**src/rtl/mem_arb_pkg.sv**
```systemverilog
// mem_arb_pkg: shared constants and round-robin helpers for the memory port arbiter.
package mem_arb_pkg;
  localparam int NUM_REQ   = 3;
  localparam int REQ_PARAM = 0;
  localparam int REQ_DATA  = 1;
  localparam int REQ_WB    = 2;
  typedef logic [1:0] req_id_t;
  // Lowest offset from the pointer is assigned last, so it wins.
  function automatic logic [NUM_REQ-1:0] rr_pick(input logic [NUM_REQ-1:0] r, input req_id_t p);
    logic [NUM_REQ-1:0] g;
    int j;
    g = '0;
    for (int k = NUM_REQ - 1; k >= 0; k--) begin
      j = (int'(p) + k) % NUM_REQ;
      if (r[j]) g = NUM_REQ'(1) << j;
    end
    return g;
  endfunction
  function automatic req_id_t next_ptr(input req_id_t i);
    return (int'(i) == NUM_REQ - 1) ? req_id_t'(0) : req_id_t'(i + 2'd1);
  endfunction
endpackage

```
**src/rtl/rd_lat_pipe.sv**
```systemverilog
// rd_lat_pipe: RD_LAT-deep shift pipeline tracking in-flight reads as {valid, id}.
module rd_lat_pipe import mem_arb_pkg::*; #(
  parameter int RD_LAT = 1
) (
  input  logic    clk,
  input  logic    rst,
  input  logic    in_valid,
  input  req_id_t in_id,
  output logic    out_valid,
  output req_id_t out_id,
  output logic    any_valid
);
  logic [RD_LAT-1:0] vld_q, vld_d;
  req_id_t id_q [RD_LAT];
  req_id_t id_d [RD_LAT];
  always_comb begin
    vld_d[0] = in_valid;
    id_d[0] = in_id;
    for (int k = 1; k < RD_LAT; k++) begin
      vld_d[k] = vld_q[k-1];
      id_d[k] = id_q[k-1];
    end
  end
  always_ff @(posedge clk) begin
    vld_q <= rst ? '0 : vld_d;
    id_q <= id_d;
  end
  assign out_valid = vld_q[RD_LAT-1];
  assign out_id = id_q[RD_LAT-1];
  assign any_valid = |vld_q;
endmodule

```
**src/rtl/mem_port_arbiter.sv**
```systemverilog
// mem_port_arbiter: round-robin arbiter sharing one memory port among three requesters,
// returning read data to the owner after a fixed read latency.
module mem_port_arbiter import mem_arb_pkg::*; #(
  parameter int ADDR_W = 16,
  parameter int DATA_W = 32,
  parameter int RD_LAT = 1
) (
  input  logic                  clk,
  input  logic                  rst,
  input  logic [NUM_REQ-1:0]    req,
  input  logic [NUM_REQ-1:0]    we,
  input  logic [3*ADDR_W-1:0]   addr,
  input  logic [3*DATA_W-1:0]   wdata,
  output logic [NUM_REQ-1:0]    gnt,
  output logic [NUM_REQ-1:0]    rvalid,
  output logic [DATA_W-1:0]     rdata,
  output logic                  busy,
  input  logic                  mem_ready,
  output logic                  mem_en,
  output logic                  mem_we,
  output logic [ADDR_W-1:0]     mem_addr,
  output logic [DATA_W-1:0]     mem_wdata,
  input  logic [DATA_W-1:0]     mem_rdata
);
  req_id_t ptr_q, ptr_d, gid, out_id;
  logic rd_go, out_valid, any_valid;
  always_comb begin
    gnt = (mem_ready && !rst) ? rr_pick(req, ptr_q) : '0;
    gid = gnt[REQ_WB] ? req_id_t'(REQ_WB) : gnt[REQ_DATA] ? req_id_t'(REQ_DATA) : req_id_t'(REQ_PARAM);
    mem_en = |gnt;
    mem_we = mem_en & we[gid];
    mem_addr = mem_en ? addr[gid*ADDR_W +: ADDR_W] : '0;
    mem_wdata = mem_en ? wdata[gid*DATA_W +: DATA_W] : '0;
    rd_go = mem_en & ~we[gid];
    ptr_d = mem_en ? next_ptr(gid) : ptr_q;
    rvalid = (out_valid && !rst) ? NUM_REQ'(1) << out_id : '0;
    busy = any_valid & ~rst;
  end
  assign rdata = mem_rdata;
  always_ff @(posedge clk) ptr_q <= rst ? '0 : ptr_d;
  rd_lat_pipe #(.RD_LAT(RD_LAT)) u_pipe (
    .clk(clk), .rst(rst), .in_valid(rd_go), .in_id(gid),
    .out_valid(out_valid), .out_id(out_id), .any_valid(any_valid)
  );
endmodule

```
**config.mk**
```make
export PLATFORM = sky130hd
export DESIGN_NAME = mem_port_arbiter
export DESIGN_NICKNAME = d
export VERILOG_FILES = /design/src/rtl/mem_arb_pkg.sv /design/src/rtl/rd_lat_pipe.sv /design/src/rtl/mem_port_arbiter.sv
export SDC_FILE = /design/constraint.sdc
export NUM_CORES = 1
export LEC_CHECK = 0
export BUFFER_PORTS_ARGS = -buffer_cell sky130_fd_sc_hd__buf_2
export CORE_AREA = 2 2 106 108
export CTS_CLUSTER_DIAMETER = 60
export DETAILED_ROUTE_END_ITERATION = 16
export DIE_AREA = 0 0 108 110
export SYNTH_ARGS = -nofsm -noshare
export SYNTH_HDL_FRONTEND = slang
export SYNTH_SLANG_ARGS = --single-unit
```
**constraint.sdc**
```tcl
create_clock -name clk -period 2.4 [get_ports clk]
set_input_delay 0.36 -clock clk [delete_from_list [all_inputs] [get_ports clk]]
set_output_delay 0.36 -clock clk [all_outputs]
set_load 0.1 [all_outputs]
```
# Yosys cells after proc, flatten, opt, wreduce, memory -nomap -nowiden
# Index checks and enable logic that the tools add are counted.
# totals
register_bits,5
input_bits,185
elab_cells,50
# op_classes
addsub,3
div,3
n_lt_le_gt_ge,4
n_eq_ne,1
n_shift,6
mux,21
bitwise,5
n_reduce_logical,4
# op_table
operator,n
"32-bit by 4-bit < comparator with 1-bit output, second input constant",3
96-bit by 8-bit variable part select with 32-bit output,1
"1-bit by 32-bit left shift with 3-bit output, first input constant",3
"32-bit by 3-bit remainder unit with 32-bit output, second input constant",2
48-bit by 7-bit variable part select with 16-bit output,1
"3-bit by 3-bit remainder unit with 32-bit output, second input constant",1
32-bit 2-to-1 mux,1
16-bit 2-to-1 mux,1
3-bit 2-to-1 mux,5
1-bit binary-select mux with 2-bit select,4
1-bit 2-to-1 mux,8
2-bit 2-to-1 mux,2
"2-bit by 1-bit adder with 3-bit output, second input constant",1
"2-bit by 2-bit adder with 3-bit output, second input constant",1
1-bit bitwise AND,3
"2-bit by 3-bit < comparator with 1-bit output, second input constant",1
3-bit OR reduction,1
"1-bit by 2-bit left shift with 3-bit output, first input constant",1
"2-bit by 1-bit adder with 2-bit output, second input constant",1
"2-bit == test, second input constant",1
1-bit logical AND,2
1-bit inverter,2
1-bit logical NOT,1

# Depth between registers and ports, before layout
# logic_depth
ltp_word,15
mapped_depth,10
depth_no_buf,8

# Hierarchy
# Synthesis repeated with hierarchy kept, for this count alone.
# hier_totals
cells_unflattened,222
hier_area_um2,1783.0
# modules_own_cells
mod,n_inst,cells_each,area_each_um2
mem_port_arbiter,1,217,1701.6
rd_lat_pipe,1,5,81.3

# Least setup slack after synthesis
# OpenSTA, ideal clock, no wires.
# synth_timing
path_type,reg2out
startpoint,reg ptr_q[0]
endpoint,out mem_addr[15]
arrival_ps,3814
t_required_ps,2040
setup_slack_ps,-1774
path_stages_with_launch,8
n_path_buf,0
cell_sequence,dfxtp_1 inv_1 ha_1 or3b_1 o32ai_1 a211o_2 nand4_4 o21ai_0
# synth_between
elab_chain_len,13
elab_cells_between_ends,26
# synth_rtl
element,line,rtl
from (decl),mem_port_arbiter.sv:25,"req_id_t ptr_q, ptr_d, gid, out_id;"
from (signal assigned),mem_port_arbiter.sv:40,always_ff @(posedge clk) ptr_q <= rst ? '0 : ptr_d;
2-bit by 2-bit adder with 3-bit output,mem_arb_pkg.sv:14,j = (int'(p) + k) % NUM_REQ;
32-bit by 3-bit remainder unit with 32-bit output,mem_arb_pkg.sv:14,
1-bit binary-select mux with 2-bit select,mem_arb_pkg.sv:15,if (r[j]) g = NUM_REQ'(1) << j;
1-bit 2-to-1 mux (not written as such) (2 in series),mem_arb_pkg.sv:15,
3-bit 2-to-1 mux (2 in series),mem_arb_pkg.sv:15,
3-bit 2-to-1 mux (*),mem_arb_pkg.sv:15,
3-bit 2-to-1 mux (*),mem_port_arbiter.sv:28,"gnt = (mem_ready && !rst) ? rr_pick(req, ptr_q) : '0;"
1-bit 2-to-1 mux,mem_port_arbiter.sv:29,gid = gnt[REQ_WB] ? req_id_t'(REQ_WB) : gnt[REQ_DATA] ? req_id_t'(REQ_DATA) : req_id_t'(REQ_PARAM);
2-bit 2-to-1 mux,mem_port_arbiter.sv:29,
48-bit by 7-bit variable part select with 16-bit output,mem_port_arbiter.sv:32,mem_addr = mem_en ? addr[gid*ADDR_W +: ADDR_W] : '0;
16-bit 2-to-1 mux (*),mem_port_arbiter.sv:32,
to (decl),mem_port_arbiter.sv:21,"output logic [ADDR_W-1:0] mem_addr,"
# Every way passes the cells marked *; elsewhere a longest branch is shown, timed or not. The select of a mux whose other input is x is not followed.

# Final worst setup path
# layout_timing
startpoint,reg ptr_q[0]
endpoint,out mem_wdata[18]
# layout_between
elab_chain_len,13
elab_cells_between_ends,26
# layout_rtl
element,line,rtl
2-bit by 2-bit adder with 3-bit output,mem_arb_pkg.sv:14,
32-bit by 3-bit remainder unit with 32-bit output,mem_arb_pkg.sv:14,
1-bit binary-select mux with 2-bit select,mem_arb_pkg.sv:15,
1-bit 2-to-1 mux (not written as such) (2 in series),mem_arb_pkg.sv:15,
3-bit 2-to-1 mux (2 in series),mem_arb_pkg.sv:15,
3-bit 2-to-1 mux (*),mem_arb_pkg.sv:15,
3-bit 2-to-1 mux (*),mem_port_arbiter.sv:28,
1-bit 2-to-1 mux,mem_port_arbiter.sv:29,
2-bit 2-to-1 mux,mem_port_arbiter.sv:29,
96-bit by 8-bit variable part select with 32-bit output,mem_port_arbiter.sv:33,mem_wdata = mem_en ? wdata[gid*DATA_W +: DATA_W] : '0;
32-bit 2-to-1 mux (*),mem_port_arbiter.sv:33,
to (decl),mem_port_arbiter.sv:22,"output logic [DATA_W-1:0] mem_wdata,"
# Marks and branches as above.

==> results.json <==
{
  "synth_common_cells": "inv_1, buf_4, a22oi_1",
  "vdd_drop_max_mv": 0.302,
  "min_path_cells": 2,
  "crit_path_end_kind": "output pin",
  "multiInputGateArea_sq_um": 1900,
  "ant_nets": 0,
  "violations": "setup timing",
  "ys_seq_area_share_pct": 5.66,
  "crit_chain": "inv_4 -> ha_4 -> or3b_4 -> o32ai_2 -> a211o_4 -> nand4_4 -> clkbuf_16 -> o21ai_4 -> buf_12",
  "maxSlewHeadroom_pct": 66.7,
  "numPortBuffers": 209,
  "syn_inst": 257,
  "hold_class": "input port to register",
  "p_sw_share_pct": 56.5,
  "grt_setup_unrepaired": "true",
  "finalInstanceArea_sq_um": 5010,
  "critPathSlowestCell": "dfxtp_4",
  "r2r_start": "ptr_q[1]$_SDFFE_PP0P_",
  "clockPowerShare_pct": 5.5,
  "antenna_cells": 0,
  "worstSetupPathType": "register to output pin",
  "synth_async_sr_flop_share_pct": 0,
  "cp-start-kind": "register",
  "grt_first_pass_wirelength_mm": 14.9,
  "crit_buf_inv": 3,
  "final_nets": 669,
  "die_area_sq_um": 11900,
  "overflow": 0,
  "r2r_slack_ps": -80,
  "grt_pass1_vias": 2984,
  "hold_start": "we[0]",
  "wl_mm": 10.2,
  "setup_viol": 54,
  "r2r_end": "ptr_q[1]$_SDFFE_PP0P_",
  "start_util_pct": 16.5,
  "drcViolationCount": 0,
  "critPathMaxFanout": 8,
  "worstSkewPairLatency_ps": 220,
  "worst_slew_pin_slew_ps": 502,
  "ff2ff_path_depth": 12,
  "period_minus_slack_ps": 2870,
  "synth_nets": 446,
  "clockBufferDepth": 2,
  "seqCellArea_sq_um": 108,
  "cap_violations": 0,
  "finalWorstSetupSlack_ps": -467,
  "cts_tree": "built",
  "nFillCells": 991,
  "routabilityCongestion": 0.867,
  "avgSynthCellArea_sq_um": 6.88,
  "drtPass1Iterations": 4,
  "drt_iter0_markers": 93,
  "wl_per_cell_microns": 16.4,
  "hold_violations": 0,
  "synth_edf_count": 0,
  "synthTopCellsByArea": "buf_4, a22oi_1, inv_1, o21ai_2, a311oi_1",
  "routed-via-count": 2844,
  "grt_use_total_pct": 15.9,
  "synth_seq_cells": 5,
  "synthToLayoutAreaGrowth_pct": 183,
  "fp.coreArea_sq_um": 10700,
  "internal-power_mw": 1.19,
  "htree_levels": 1,
  "clock_skew_ps": 1.10,
  "p_sw_mw": 1.54,
  "synth_cell_types": 42,
  "cp_top_family": "compound AO/OA/AOI/OAI gates",
  "antenna_found_initial": 0,
  "seqPwrFrac_pct": 3.8,
  "grt_max_degree": 24,
  "synth_flop_cell": "dfxtp_1",
  "outcome": "finished, violations left",
  "synth_area_sq_um": 1770,
  "hpwlAfterDp_mm": 7.81,
  "fin_crit_sh_pct": 119,
  "drive_gt1_share_pct": 79.5,
  "finish.utilization_pct": 46.8,
  "placement.cell_area_sq_um": 4440,
  "hold_end": "u_pipe.any_valid$_SDFF_PP0_",
  "p_leak_nw": 2.21,
  "path_clk_slew_ps": 30,
  "cts.sinks": 5,
  "io_pins": 274,
  "rows": 38,
  "max_freq_mhz": 349,
  "vias_per_cell": 4.59,
  "power_frac_comb_pct": 90.7,
  "cts_root_buf": "clkbuf_8",
  "slew_violations": 0,
  "synth_largest_area_cell": "buf_4",
  "dieWidth_microns": 108,
  "die_y_microns": 110,
  "slowest_delay_ps": 380,
  "synth.top_cell.area_share_pct": 16.1,
  "cp.arrival_ps": 2510,
  "cellPowerDensity_nw_per_um2": 544,
  "synth_warnings": 0,
  "cp.required_ps": 2040,
  "yosysMostFrequentCell": "inv_1",
  "cts_buffers": 3
}
==> cells by family (layout without fill, tap and decap cells) <==
kind of cell | Yosys count | in the layout | share of synthesized area (%)
flops | 5 | 5 | 5.66
simple gates | 36 | 36 | 11.6
buf+inv | 97 | 318 | 31.3
mux | 4 | 4 | 2.55
compound gates | 111 | 112 | 46.1
fa+ha+maj | 4 | 4 | 2.83
==> cell usage in the layout, fill, tap and decap left out, types with 3 or more instances in the layout <==
| cell | synthesis | layout |
|---|---|---|
| a311oi_2 | 0 | 3 |
| nand3b_1 | 3 | 3 |
| dfxtp_1 | 5 | 3 |
| nor2_4 | 0 | 14 |
| a22oi_1 | 35 | 27 |
| buf_12 | 0 | 64 |
| buf_4 | 38 | 35 |
| a311oi_4 | 0 | 3 |
| buf_2 | 8 | 156 |
| clkbuf_8 | 0 | 3 |
| ha_4 | 0 | 3 |
| a22oi_2 | 0 | 8 |
| inv_1 | 42 | 38 |
| nor2b_1 | 4 | 3 |
| o21ai_4 | 0 | 34 |
| o22ai_2 | 0 | 10 |
| buf_6 | 3 | 9 |
| a311oi_1 | 14 | 8 |
==> worst reg2reg max path: cells and delay by family, from the launching register on <==
kind	cells	cell delay, ps
buffers and inverters	6	760
adders and majority gates	1	160
DFF	1	370
AOI/OAI and AO/OA	3	740
and+or+nand+nor	2	360
==> what timing repair did <==
item	4_1_cts	5_1_grt
buffers inserted	3	4
gates resized for setup	36	36
setup endpoints to repair	55	55
pin swaps	4	7
gates cloned	5	2
hold buffers	0	0
hold endpoints to repair	0	0
==> power groups by stage <==
stage,registers (mW),logic (mW),clock network [mW]
floorplan,0.101,1.67,0
global placement,0.102,2.28,0
detailed placement,0.102,2.30,0
CTS,0.103,2.41,0.155
global route,0.106,2.56,0.166
finish,0.104,2.47,0.151
==> routing by layer <==
| metal | wire length (microns) | GRT usage (%) | vias up |
|---|---|---|---|
| met5 | 0 | 0 | - |
| met4 | 112 | 3.48 | 0 |
| met3 | 598 | 2.00 | 14 |
| met2 | 5580 | 31.0 | 133 |
| met1 | 3890 | 18.3 | 1349 |
| li1 | - | - | 1348 |
==> metrics by stage <==
step	instances	hold WS (ps)	TNS, ps	power [mW]	setup slack [ps]
after detailed placement	604	642	-11640	2.41	-292
after global placement	604	622	-10390	2.38	-264
after CTS	615	423	-22450	2.67	-470
final	619	426	-21850	2.73	-467
after floorplan	257	436	-17530	1.78	-721
after global routing	619	421	-26690	2.84	-557
==> area by class of cell <==
type,count,share of cell area [%]
clock buffers,4,0.899
multi-input cells,156,38.0
inverters,44,3.95
well taps,140,3.50
repair buffers,270,51.5
flip-flops and latches,5,2.15
==> sequential cells by signal, indices dropped and copies added (netlist names) <==
signal            flops
ptr_q                 2
u_pipe.out_id         2
u_pipe.any_valid      1
==> how the worst max path moves through the flow <==
stage / start / to / slack, ps / depth (start not counted)
after CTS: ptr_q[0]$_SDFFE_PP0P_ / mem_addr[8] / -470 / 12
after global routing: ptr_q[0]$_SDFFE_PP0P_ / mem_wdata[18] / -560 / 9
after detailed placement: ptr_q[1]$_SDFFE_PP0P_ / mem_wdata[21] / -290 / 10
final: ptr_q[0]$_SDFFE_PP0P_ / mem_wdata[18] / -470 / 9
after global placement: ptr_q[1]$_SDFFE_PP0P_ / mem_addr[8] / -260 / 10
after floorplan: rst / rvalid[1] / -720 / 2
(Power assumes the default switching activity.)
